File: src/rtl/i2c_pkg.sv
// i2c_pkg: shared constants for the I2C bus conditioner.
// Filter length applies only when I2C_DIGFILT_EN is defined.
package i2c_pkg;
    localparam int SYNC_STAGES_DEF = 2;
    localparam int FILT_LEN        = 3;
    localparam int CNT_W           = 4;
    localparam int ACK_IDX         = 8;
endpackage

File: src/rtl/i2c_sync_filt.sv
// i2c_sync_filt: multi-flop synchronizer with optional majority-free run-length filter.
// Build with I2C_DIGFILT_EN defined to enable the FILT_LEN-sample stability filter.
module i2c_sync_filt
    import i2c_pkg::*;
#(
    parameter int STAGES = SYNC_STAGES_DEF
) (
    input  logic clk,
    input  logic rst,
    input  logic d_i,
    output logic q_o
);
    logic [STAGES-1:0] sync_q;
    logic              s;

    always_ff @(posedge clk) begin
        if (rst) sync_q <= '1;
        else     sync_q <= {sync_q[STAGES-2:0], d_i};
    end

    assign s = sync_q[STAGES-1];

`ifdef I2C_DIGFILT_EN
    logic [FILT_LEN-2:0] hist_q;
    logic                filt_q;

    // Output follows the line only once FILT_LEN consecutive samples agree.
    assign q_o = (&{s, hist_q}) ? 1'b1 : (~|{s, hist_q}) ? 1'b0 : filt_q;

    always_ff @(posedge clk) begin
        if (rst) begin
            hist_q <= '1;
            filt_q <= 1'b1;
        end else begin
            hist_q <= {hist_q[FILT_LEN-3:0], s};
            filt_q <= q_o;
        end
    end
`else
    assign q_o = s;
`endif
endmodule

File: src/rtl/i2c_bus_cond.sv
// i2c_bus_cond: I2C START/STOP detection, busy tracking and byte/ACK capture.
// Define I2C_DIGFILT_EN to insert a 3-sample digital filter after each synchronizer.
module i2c_bus_cond
    import i2c_pkg::*;
#(
    parameter int SYNC_STAGES = SYNC_STAGES_DEF
) (
    input  logic       CLK,
    input  logic       RST,
    input  logic       SCL_IN,
    input  logic       SDA_IN,
    output logic       START_DET,
    output logic       STOP_DET,
    output logic       BUS_BUSY,
    output logic       BYTE_VLD,
    output logic [7:0] BYTE_DATA,
    output logic       ACK_VLD,
    output logic       ACK_VAL
);
    logic             scl_q, sda_q, scl_p_q, sda_p_q;
    logic             start, stop, rise;
    logic             start_q, stop_q, busy_q, byte_vld_q, ack_vld_q, ack_val_q;
    logic             busy_d, byte_vld_d, ack_vld_d, ack_val_d;
    logic [7:0]       byte_q, byte_d, shadow_q, shadow_d;
    logic [CNT_W-1:0] cnt_q, cnt_d;

    i2c_sync_filt #(.STAGES(SYNC_STAGES)) u_scl (.clk(CLK), .rst(RST), .d_i(SCL_IN), .q_o(scl_q));
    i2c_sync_filt #(.STAGES(SYNC_STAGES)) u_sda (.clk(CLK), .rst(RST), .d_i(SDA_IN), .q_o(sda_q));

    assign start = sda_p_q & ~sda_q & scl_p_q & scl_q;
    assign stop  = ~sda_p_q & sda_q & scl_p_q & scl_q;
    // A rise coinciding with an SDA change is ambiguous, so it is not sampled.
    assign rise  = ~scl_p_q & scl_q & (sda_p_q == sda_q) & busy_q;

    always_comb begin
        cnt_d      = cnt_q;
        shadow_d   = shadow_q;
        byte_d     = byte_q;
        ack_val_d  = ack_val_q;
        byte_vld_d = 1'b0;
        ack_vld_d  = 1'b0;
        busy_d     = start_q ? 1'b1 : stop_q ? 1'b0 : busy_q;
        if (start || stop) begin
            cnt_d    = '0;
            shadow_d = '0;
        end else if (rise) begin
            if (cnt_q == CNT_W'(ACK_IDX)) begin
                ack_val_d = sda_q;
                ack_vld_d = 1'b1;
                cnt_d     = '0;
            end else begin
                shadow_d   = {shadow_q[6:0], sda_q};
                byte_d     = (cnt_q == CNT_W'(ACK_IDX - 1)) ? shadow_d : byte_q;
                byte_vld_d = (cnt_q == CNT_W'(ACK_IDX - 1));
                cnt_d      = cnt_q + 1'b1;
            end
        end
    end

    always_ff @(posedge CLK) begin
        if (RST) begin
            scl_p_q    <= 1'b1;
            sda_p_q    <= 1'b1;
            start_q    <= 1'b0;
            stop_q     <= 1'b0;
            busy_q     <= 1'b0;
            byte_vld_q <= 1'b0;
            ack_vld_q  <= 1'b0;
            ack_val_q  <= 1'b1;
            byte_q     <= 8'h00;
            shadow_q   <= 8'h00;
            cnt_q      <= '0;
        end else begin
            scl_p_q    <= scl_q;
            sda_p_q    <= sda_q;
            start_q    <= start;
            stop_q     <= stop;
            busy_q     <= busy_d;
            byte_vld_q <= byte_vld_d;
            ack_vld_q  <= ack_vld_d;
            ack_val_q  <= ack_val_d;
            byte_q     <= byte_d;
            shadow_q   <= shadow_d;
            cnt_q      <= cnt_d;
        end
    end

    assign START_DET = start_q;
    assign STOP_DET  = stop_q;
    assign BUS_BUSY  = busy_q;
    assign BYTE_VLD  = byte_vld_q;
    assign BYTE_DATA = byte_q;
    assign ACK_VLD   = ack_vld_q;
    assign ACK_VAL   = ack_val_q;
endmodule

File: config.mk
export PLATFORM = sky130hd
export DESIGN_NAME = i2c_bus_cond
export DESIGN_NICKNAME = d
export VERILOG_FILES = /design/src/rtl/i2c_pkg.sv /design/src/rtl/i2c_sync_filt.sv /design/src/rtl/i2c_bus_cond.sv
export SDC_FILE = /design/constraint.sdc
export NUM_CORES = 1
export LEC_CHECK = 0
export BUFFER_PORTS_ARGS = -buffer_cell sky130_fd_sc_hd__buf_2
export CAP_MARGIN = 0
export CORE_MARGIN = 5
export CORE_UTILIZATION = 28
export CTS_CLUSTER_SIZE = 40
export DETAILED_ROUTE_END_ITERATION = 8
export RECOVER_POWER = 100
export SKIP_CTS_REPAIR_TIMING = 1
export SLEW_MARGIN = 25
export SYNTH_ARGS = -nofsm -noshare
export SYNTH_HDL_FRONTEND = slang
export SYNTH_SLANG_ARGS = --single-unit
File: constraint.sdc
create_clock -name CLK -period 1.8 [get_ports CLK]
set_input_delay 0.18 -clock CLK [delete_from_list [all_inputs] [get_ports CLK]]
set_output_delay 0.18 -clock CLK [all_outputs]
set_load 0.005 [all_outputs]
==> After elaboration in Yosys (flattened, before gate mapping) <==
Index checks and enable logic that the tools add are counted.
{ "classes": {"addsub": 1, "eq_ne": 3, "mux": 4, "bitwise_logic": 15, "n_reduce_logical": 8} }
{ "ops": {"columns": ["cell", "n"], "rows": [
  ["AND 1 bit", 9],
  ["inverter 1 bit", 6],
  ["adder 4 x 1 -> 4 bit (second input constant)", 1],
  ["== test 4 x 3 -> 1 bit (second input constant)", 1],
  ["== test 4 bit (second input constant)", 1],
  ["2-to-1 mux 4 bit", 1],
  ["AND reduction 4 bit", 1],
  ["OR reduction 4 bit", 1],
  ["2-to-1 mux 1 bit", 3],
  ["AND reduction 3 bit", 1],
  ["OR reduction 3 bit", 1],
  ["AND reduction 2 bit", 1],
  ["nonzero test 2 bit", 1],
  ["OR reduction 2 bit", 1],
  ["== test 1 bit", 1],
  ["logical OR 1 bit", 1]
]} }
{ "totals": {"ff_bits": 31, "output_inout_bits": 14} }

==> Logic depth before layout (Yosys ltp) <==
{ "logic_depth": {"depth_word": 7, "mapped_depth": 6} }

==> Cells and area by module <==
A second synthesis with hierarchy kept.
{ "unflattened": {"hier_cells": 133, "area_unflattened_um2": 1232.4} }
{ "by_module_without_submodules": {"columns": ["module", "n_inst", "cells_each", "area_per_inst_um2"], "rows": [
  ["i2c_bus_cond", 1, 125, 1127.3],
  ["i2c_sync_filt", 2, 4, 52.6]
]} }

==> Worst setup path after synthesis <==
Ideal clock, no wire load.
{ "synth_path": {"path_type": "register to register", "startpoint": "register u_sda.sync_q[1]", "endpoint": "register ack_val_q, in the netlist ACK_VAL", "setup_time_ns": 0.120, "arrival_time_ns": 1.428, "required_ns": 1.680, "slack_ns": 0.252, "path_stages_with_launch": 7, "synth_period_minus_slack_ns": 1.548, "cell_sequence": "dfxtp_1 inv_1 ha_1 nand4b_1 clkbuf_1 nor3_1 a211o_1"} }
{ "synth_between": {"elab_chain_len": 7, "elab_cells_between_ends": 13} }
{ "synth_rtl": {"columns": ["element", "line", "text"], "rows": [
  ["start: declaration", "i2c_sync_filt.sv:13", "logic [STAGES-1:0] sync_q;"],
  ["start signal: assignment", "i2c_sync_filt.sv:18", "else sync_q <= {sync_q[STAGES-2:0], d_i};"],
  ["inverter 1 bit", "i2c_bus_cond.sv:30", "assign start = sda_p_q & ~sda_q & scl_p_q & scl_q;"],
  ["AND 1 bit (3 in a row)", "i2c_bus_cond.sv:30", null],
  ["logical OR 1 bit", "i2c_bus_cond.sv:43", "if (start || stop) begin"],
  ["inverter 1 bit (no source line)", null, null],
  ["AND reduction 3 bit (no source line)", null, null],
  ["end signal: assignment", "i2c_bus_cond.sv:81", "ack_val_q <= ack_val_d;"],
  ["end: declaration", "i2c_bus_cond.sv:22", "logic start_q, stop_q, busy_q, byte_vld_q, ack_vld_q, ack_val_q;"]
]} }
Parallel ways exist; a longest one is shown, timed or not.
A chain may end at the register's enable or synchronous reset.

==> Final worst setup path <==
{ "layout_path": {"startpoint": "register u_sda.sync_q[1]", "endpoint": "register cnt_q[3]"} }
{ "layout_between": {"elab_chain_len": 6, "elab_cells_between_ends": 12} }
{ "layout_rtl": {"columns": ["element", "line", "text"], "rows": [
  ["inverter 1 bit", "i2c_bus_cond.sv:30", null],
  ["AND 1 bit (3 in a row)", "i2c_bus_cond.sv:30", null],
  ["logical OR 1 bit", "i2c_bus_cond.sv:43", null],
  ["OR reduction 2 bit (no source line)", null, null],
  ["end signal: assignment", "i2c_bus_cond.sv:84", "cnt_q <= cnt_d;"],
  ["end: declaration", "i2c_bus_cond.sv:25", "logic [CNT_W-1:0] cnt_q, cnt_d;"]
]} }
Parallel ways exist; a longest one is shown, timed or not.

==> report_table.html <==
<table>
<tr><th>Metric</th><th>Value</th></tr>
<tr><th colspan="2">Outcome</th></tr>
<tr><td>Result of the run</td><td>completed</td></tr>
<tr><th colspan="2">Power and ir drop</th></tr>
<tr><td>Worst VDD drop</td><td>570 uV</td></tr>
<tr><td>Power per standard cell area</td><td>908 mW/mm^2</td></tr>
<tr><td>Static Leakage</td><td>between 0.4 and 0.5 nW</td></tr>
<tr><td>Overall power consumption</td><td>between 1 and 1.5 mW</td></tr>
<tr><th colspan="2">Worst setup path</th></tr>
<tr><td>CP Max Fanout</td><td>5</td></tr>
<tr><td>Slowest Stage Delay on Critical Path</td><td>0.50 ns</td></tr>
<tr><td>Kind of end point of the critical path</td><td>flop</td></tr>
<tr><td>Buffers &amp; Inverters on Critical Path</td><td>1</td></tr>
<tr><td>Startpoint-to-endpoint class of the critical path</td><td>flop to flop</td></tr>
<tr><td>Total stage count of the critical path</td><td>5</td></tr>
<tr><td>Top cell family by delay on the critical path</td><td>simple AND/OR/NAND/NOR gates</td></tr>
<tr><td>Sort of element at the start of the critical path</td><td>flop</td></tr>
<tr><td>Ordered list of cells on the worst path</td><td>inv_1, ha_1, nand4b_1, or4b_1, a31oi_1</td></tr>
<tr><td>Critical-path cell with the highest stage delay</td><td>sky130_fd_sc_hd__or4b_1</td></tr>
<tr><td>R2r worst-path depth</td><td>5</td></tr>
<tr><td>Data required time of the worst path</td><td>2.00 ns</td></tr>
<tr><td>CP Data Arrival Time</td><td>1.85 ns</td></tr>
<tr><th colspan="2">Floorplanning</th></tr>
<tr><td>Die ar.</td><td>0.00564 mm^2</td></tr>
<tr><td>IO Count</td><td>18</td></tr>
<tr><td>Die X</td><td>between 70 and 80 um</td></tr>
<tr><td>Core footprint</td><td>0.00406 mm^2</td></tr>
<tr><td>Height of the die</td><td>75.1 um</td></tr>
<tr><td>Initial core utilization</td><td>0.292</td></tr>
<tr><td>Core Rows</td><td>23</td></tr>
<tr><th colspan="2">Logic synthesis</th></tr>
<tr><td>Distinct cells, synth</td><td>22</td></tr>
<tr><td>Share of the synthesized area in the top cell type</td><td>0.523</td></tr>
<tr><td>Post-Synthesis Net Count</td><td>roughly 140</td></tr>
<tr><td>Post-Synthesis Mean Instance Area</td><td>approximately 8.9 um^2</td></tr>
<tr><td>Ys Warns</td><td>0</td></tr>
<tr><td>Top area cells in the synthesized netlist</td><td>sky130_fd_sc_hd__dfxtp_1 52%, sky130_fd_sc_hd__a21oi_1 7.6%, sky130_fd_sc_hd__nand3_1 7.2%</td></tr>
<tr><td>Cell accounting for the most synthesized area</td><td>sky130_fd_sc_hd__dfxtp_1</td></tr>
<tr><td>#FFs+latches synth</td><td>31</td></tr>
<tr><td>Sequential cell area fraction in the yosys report</td><td>0.523</td></tr>
<tr><td>Combined area of all synthesized cells</td><td>0.00119 mm^2</td></tr>
<tr><td>Synthesized instance count</td><td>about 130</td></tr>
<tr><th colspan="2">Placed design</th></tr>
<tr><td># port buffers</td><td>17</td></tr>
<tr><td># placed instances</td><td>194</td></tr>
<tr><td>Global placement routability congestion</td><td>0.674</td></tr>
<tr><td>Post-detail-place hpwl</td><td>approximately 1800 um</td></tr>
<tr><th colspan="2">Drt</th></tr>
<tr><td>Routed Antenna Nets</td><td>0</td></tr>
<tr><td>Routed length per instance</td><td>approximately 13 um</td></tr>
<tr><td>Drt first pass iters</td><td>4</td></tr>
<tr><td>Overall via count from detail_route</td><td>977</td></tr>
<tr><td>Via density</td><td>4.86</td></tr>
<tr><td>Drc violations</td><td>0</td></tr>
<tr><td>DRT Wirelength</td><td>~2500 um</td></tr>
<tr><td>Iteration-0 DRC count of the detailed router</td><td>36</td></tr>
<tr><th colspan="2">Final layout</th></tr>
<tr><td>Final cell utilization of the core</td><td>0.343</td></tr>
<tr><td>Fraction of layout instances using a drive strength above 1</td><td>0.106</td></tr>
<tr><td>Net count reported at finish</td><td>around 160</td></tr>
<tr><td>Number of filler instances in the final layout</td><td>417</td></tr>
<tr><td>Post-Layout Cell Count</td><td>around 200</td></tr>
<tr><td>Synthesis-to-layout area growth</td><td>17.3%</td></tr>
<tr><td>Antenna fix cells</td><td>0</td></tr>
<tr><th colspan="2">Timing</th></tr>
<tr><td>Layout Skew</td><td>0.00938 ns</td></tr>
<tr><td>Max Clock Freq</td><td>around 0.61 GHz</td></tr>
<tr><td>Slew HR</td><td>0.424</td></tr>
<tr><td>Setup repair after global routing missed its margin</td><td>no</td></tr>
<tr><td>Max-slew violation total from the final report</td><td>0</td></tr>
<tr><td>Part of the cycle the worst path needs</td><td>0.914</td></tr>
<tr><td>Final hold vios</td><td>0</td></tr>
<tr><td>Setup TNS Final</td><td>0 ns</td></tr>
<tr><td>Tmin final</td><td>between 1.5 and 2 ns</td></tr>
<tr><td>Setup violators final</td><td>0</td></tr>
<tr><td>Pin slew with the least headroom to its limit</td><td>0.863 ns</td></tr>
<tr><th colspan="2">Clock tree</th></tr>
<tr><td>Clock root cell</td><td>sky130_fd_sc_hd__clkbuf_8</td></tr>
<tr><td>Worst-Skew Late Latency</td><td>0.28 ns</td></tr>
<tr><td>CTS sink count</td><td>31</td></tr>
<tr><td>Worst-case clock buffer depth</td><td>2</td></tr>
<tr><td>TritonCTS clock tree</td><td>built</td></tr>
<tr><td>Clock-pin slew on the worst setup and hold paths</td><td>around 0.060 ns</td></tr>
<tr><td>Level count of the clock H-tree</td><td>2</td></tr>
<tr><td>CTS buffer count</td><td>5</td></tr>
<tr><th colspan="2">Global routing</th></tr>
<tr><td>All-Layer GR Usage</td><td>0.0992</td></tr>
<tr><td>Aggregate global routing overflow</td><td>0</td></tr>
<tr><td>Number of global-route vias before repair</td><td>982</td></tr>
<tr><td>Maximum number of pins on one net before global-route repair</td><td>22</td></tr>
<tr><td>Global-route wire length before repair</td><td>roughly 4200 um</td></tr>
<tr><td>Antenna violations before repair</td><td>0</td></tr>
<tr><th colspan="2">Flow run</th></tr>
<tr><td>Number of maximum-capacitance violations</td><td>0</td></tr>
<tr><th colspan="2">Worst hold path</th></tr>
<tr><td>Number of cells on the worst hold path</td><td>2</td></tr>
<tr><td>Worst hold-check path type</td><td>primary input to flop</td></tr>
</table>
cell type report:
type	count	area, um^2	share of cell area
repair buffers	21	97.6	0.0701
flip-flops and latches	31	621	0.446
clock inverters	1	5.00	0.00360
multi-input cells	87	504	0.362
inverters	5	18.8	0.0135
clock buffers	6	82.6	0.0594
well taps	50	62.6	0.0450
layer usage:
layer | up-vias | GRT usage | share of wire
met1 | 465 | 0.101 | 0.42
met3 | 4 | 0.0387 | 0.038
met4 | 0 | 0.0632 | 0.016
met5 | - | 0 | 0
met2 | 12 | 0.169 | 0.52
li1 | 496 | - | -
worst paths after layout:
kind | from | endpoint | slack [ns]
max reg2reg | u_sda.sync_q[1] | cnt_q[3] | 0.15
min | SCL_IN | u_scl.sync_q[0] | 0.08
max | u_sda.sync_q[1] | cnt_q[3] | 0.15
min reg2reg | u_sda.sync_q[0] | u_sda.sync_q[1] | 0.41
worst register-to-register path: cells and delay by family, from the launching register on:
| family | cells | cell delay (ns) |
|---|---|---|
| AO/OA/AOI/OAI | 1 | 0.18 |
| buffers and inverters | 1 | 0.08 |
| AND/OR/NAND/NOR | 2 | 0.62 |
| flip-flops | 1 | 0.40 |
| adder cells (fa/ha/maj) | 1 | 0.30 |
Yosys cell counts:
| master | count |
|---|---|
| sky130_fd_sc_hd__ha_1 | 4 |
| sky130_fd_sc_hd__a211o_1 | 1 |
| sky130_fd_sc_hd__nand4b_1 | 1 |
| sky130_fd_sc_hd__nand3b_1 | 2 |
| sky130_fd_sc_hd__inv_1 | 5 |
| sky130_fd_sc_hd__clkbuf_1 | 6 |
| sky130_fd_sc_hd__dfxtp_1 | 31 |
| sky130_fd_sc_hd__nand2_1 | 6 |
| sky130_fd_sc_hd__buf_2 | 4 |
| sky130_fd_sc_hd__o21ai_1 | 16 |
| sky130_fd_sc_hd__nor2_1 | 4 |
| sky130_fd_sc_hd__nand3_1 | 17 |
| sky130_fd_sc_hd__or2_1 | 6 |
| sky130_fd_sc_hd__a21oi_1 | 18 |
| sky130_fd_sc_hd__a31oi_1 | 2 |
| sky130_fd_sc_hd__and3b_1 | 2 |
| sky130_fd_sc_hd__a311oi_1 | 1 |
| sky130_fd_sc_hd__nor3_1 | 2 |
| sky130_fd_sc_hd__nor3b_1 | 2 |
| sky130_fd_sc_hd__o21bai_1 | 1 |
| sky130_fd_sc_hd__and4b_1 | 1 |
| sky130_fd_sc_hd__or4b_1 | 1 |
placed cells by master, fill, tap and decap left out:
cell and count:
sky130_fd_sc_hd__clkinv_2 1, sky130_fd_sc_hd__or2_1 6, sky130_fd_sc_hd__nand3b_1 2, sky130_fd_sc_hd__clkbuf_2 1
sky130_fd_sc_hd__nor3b_1 2, sky130_fd_sc_hd__ha_1 4, sky130_fd_sc_hd__nand4b_1 1, sky130_fd_sc_hd__a21oi_1 18
sky130_fd_sc_hd__a211o_1 1, sky130_fd_sc_hd__buf_2 5, sky130_fd_sc_hd__and4b_1 1, sky130_fd_sc_hd__a31oi_1 2
sky130_fd_sc_hd__dfxtp_1 31, sky130_fd_sc_hd__a311oi_1 1, sky130_fd_sc_hd__o21ai_1 16, sky130_fd_sc_hd__nand3_1 17
sky130_fd_sc_hd__or4b_1 1, sky130_fd_sc_hd__o21bai_1 1, sky130_fd_sc_hd__buf_4 3, sky130_fd_sc_hd__nor3_1 2
sky130_fd_sc_hd__and3b_1 2, sky130_fd_sc_hd__inv_1 5, sky130_fd_sc_hd__clkbuf_8 6, sky130_fd_sc_hd__nand2_1 6
sky130_fd_sc_hd__nor2_1 4, sky130_fd_sc_hd__clkbuf_1 12
kinds of logic after synthesis:
kind of cell	after synthesis	share of synthesized area
flops	31	0.523
simple gates	44	0.208
compound gates	39	0.175
fa+ha+maj	4	0.0422
buf+inv	15	0.0517
stage by stage:
stage,hold slack [ns],instance area [um^2],setup slack [ns]
2_1_floorplan,0.277,1190,0.252
3_3_place_gp,0.360,1320,0.239
3_5_place_dp,0.359,1320,0.148
4_1_cts,0.0689,1410,0.143
5_1_grt,0.0839,1390,0.0290
6_report,0.0792,1390,0.154
registers in the layout (all words and copies together), names as in the netlist:
| name | count |
|---|---|
| sda_p_q | 1 |
| ACK_VAL | 1 |
| shadow_q | 7 |
| ACK_VLD | 1 |
| u_sda.sync_q | 2 |
| START_DET | 1 |
| scl_p_q | 1 |
| BUS_BUSY | 1 |
| BYTE_VLD | 1 |
| STOP_DET | 1 |
| BYTE_DATA | 8 |
| u_scl.sync_q | 2 |
| cnt_q | 4 |
where the power goes:
| group | total [mW] | switching (mW) | leakage, nW | internal, mW |
|---|---|---|---|---|
| registers | 0.697 | 0.00420 | 0.251 | 0.693 |
| logic | 0.0287 | 0.0188 | 0.197 | 0.00993 |
| clock network | 0.537 | 0.238 | 0.0470 | 0.299 |
Note: power is estimated with default switching activity, not from simulation.
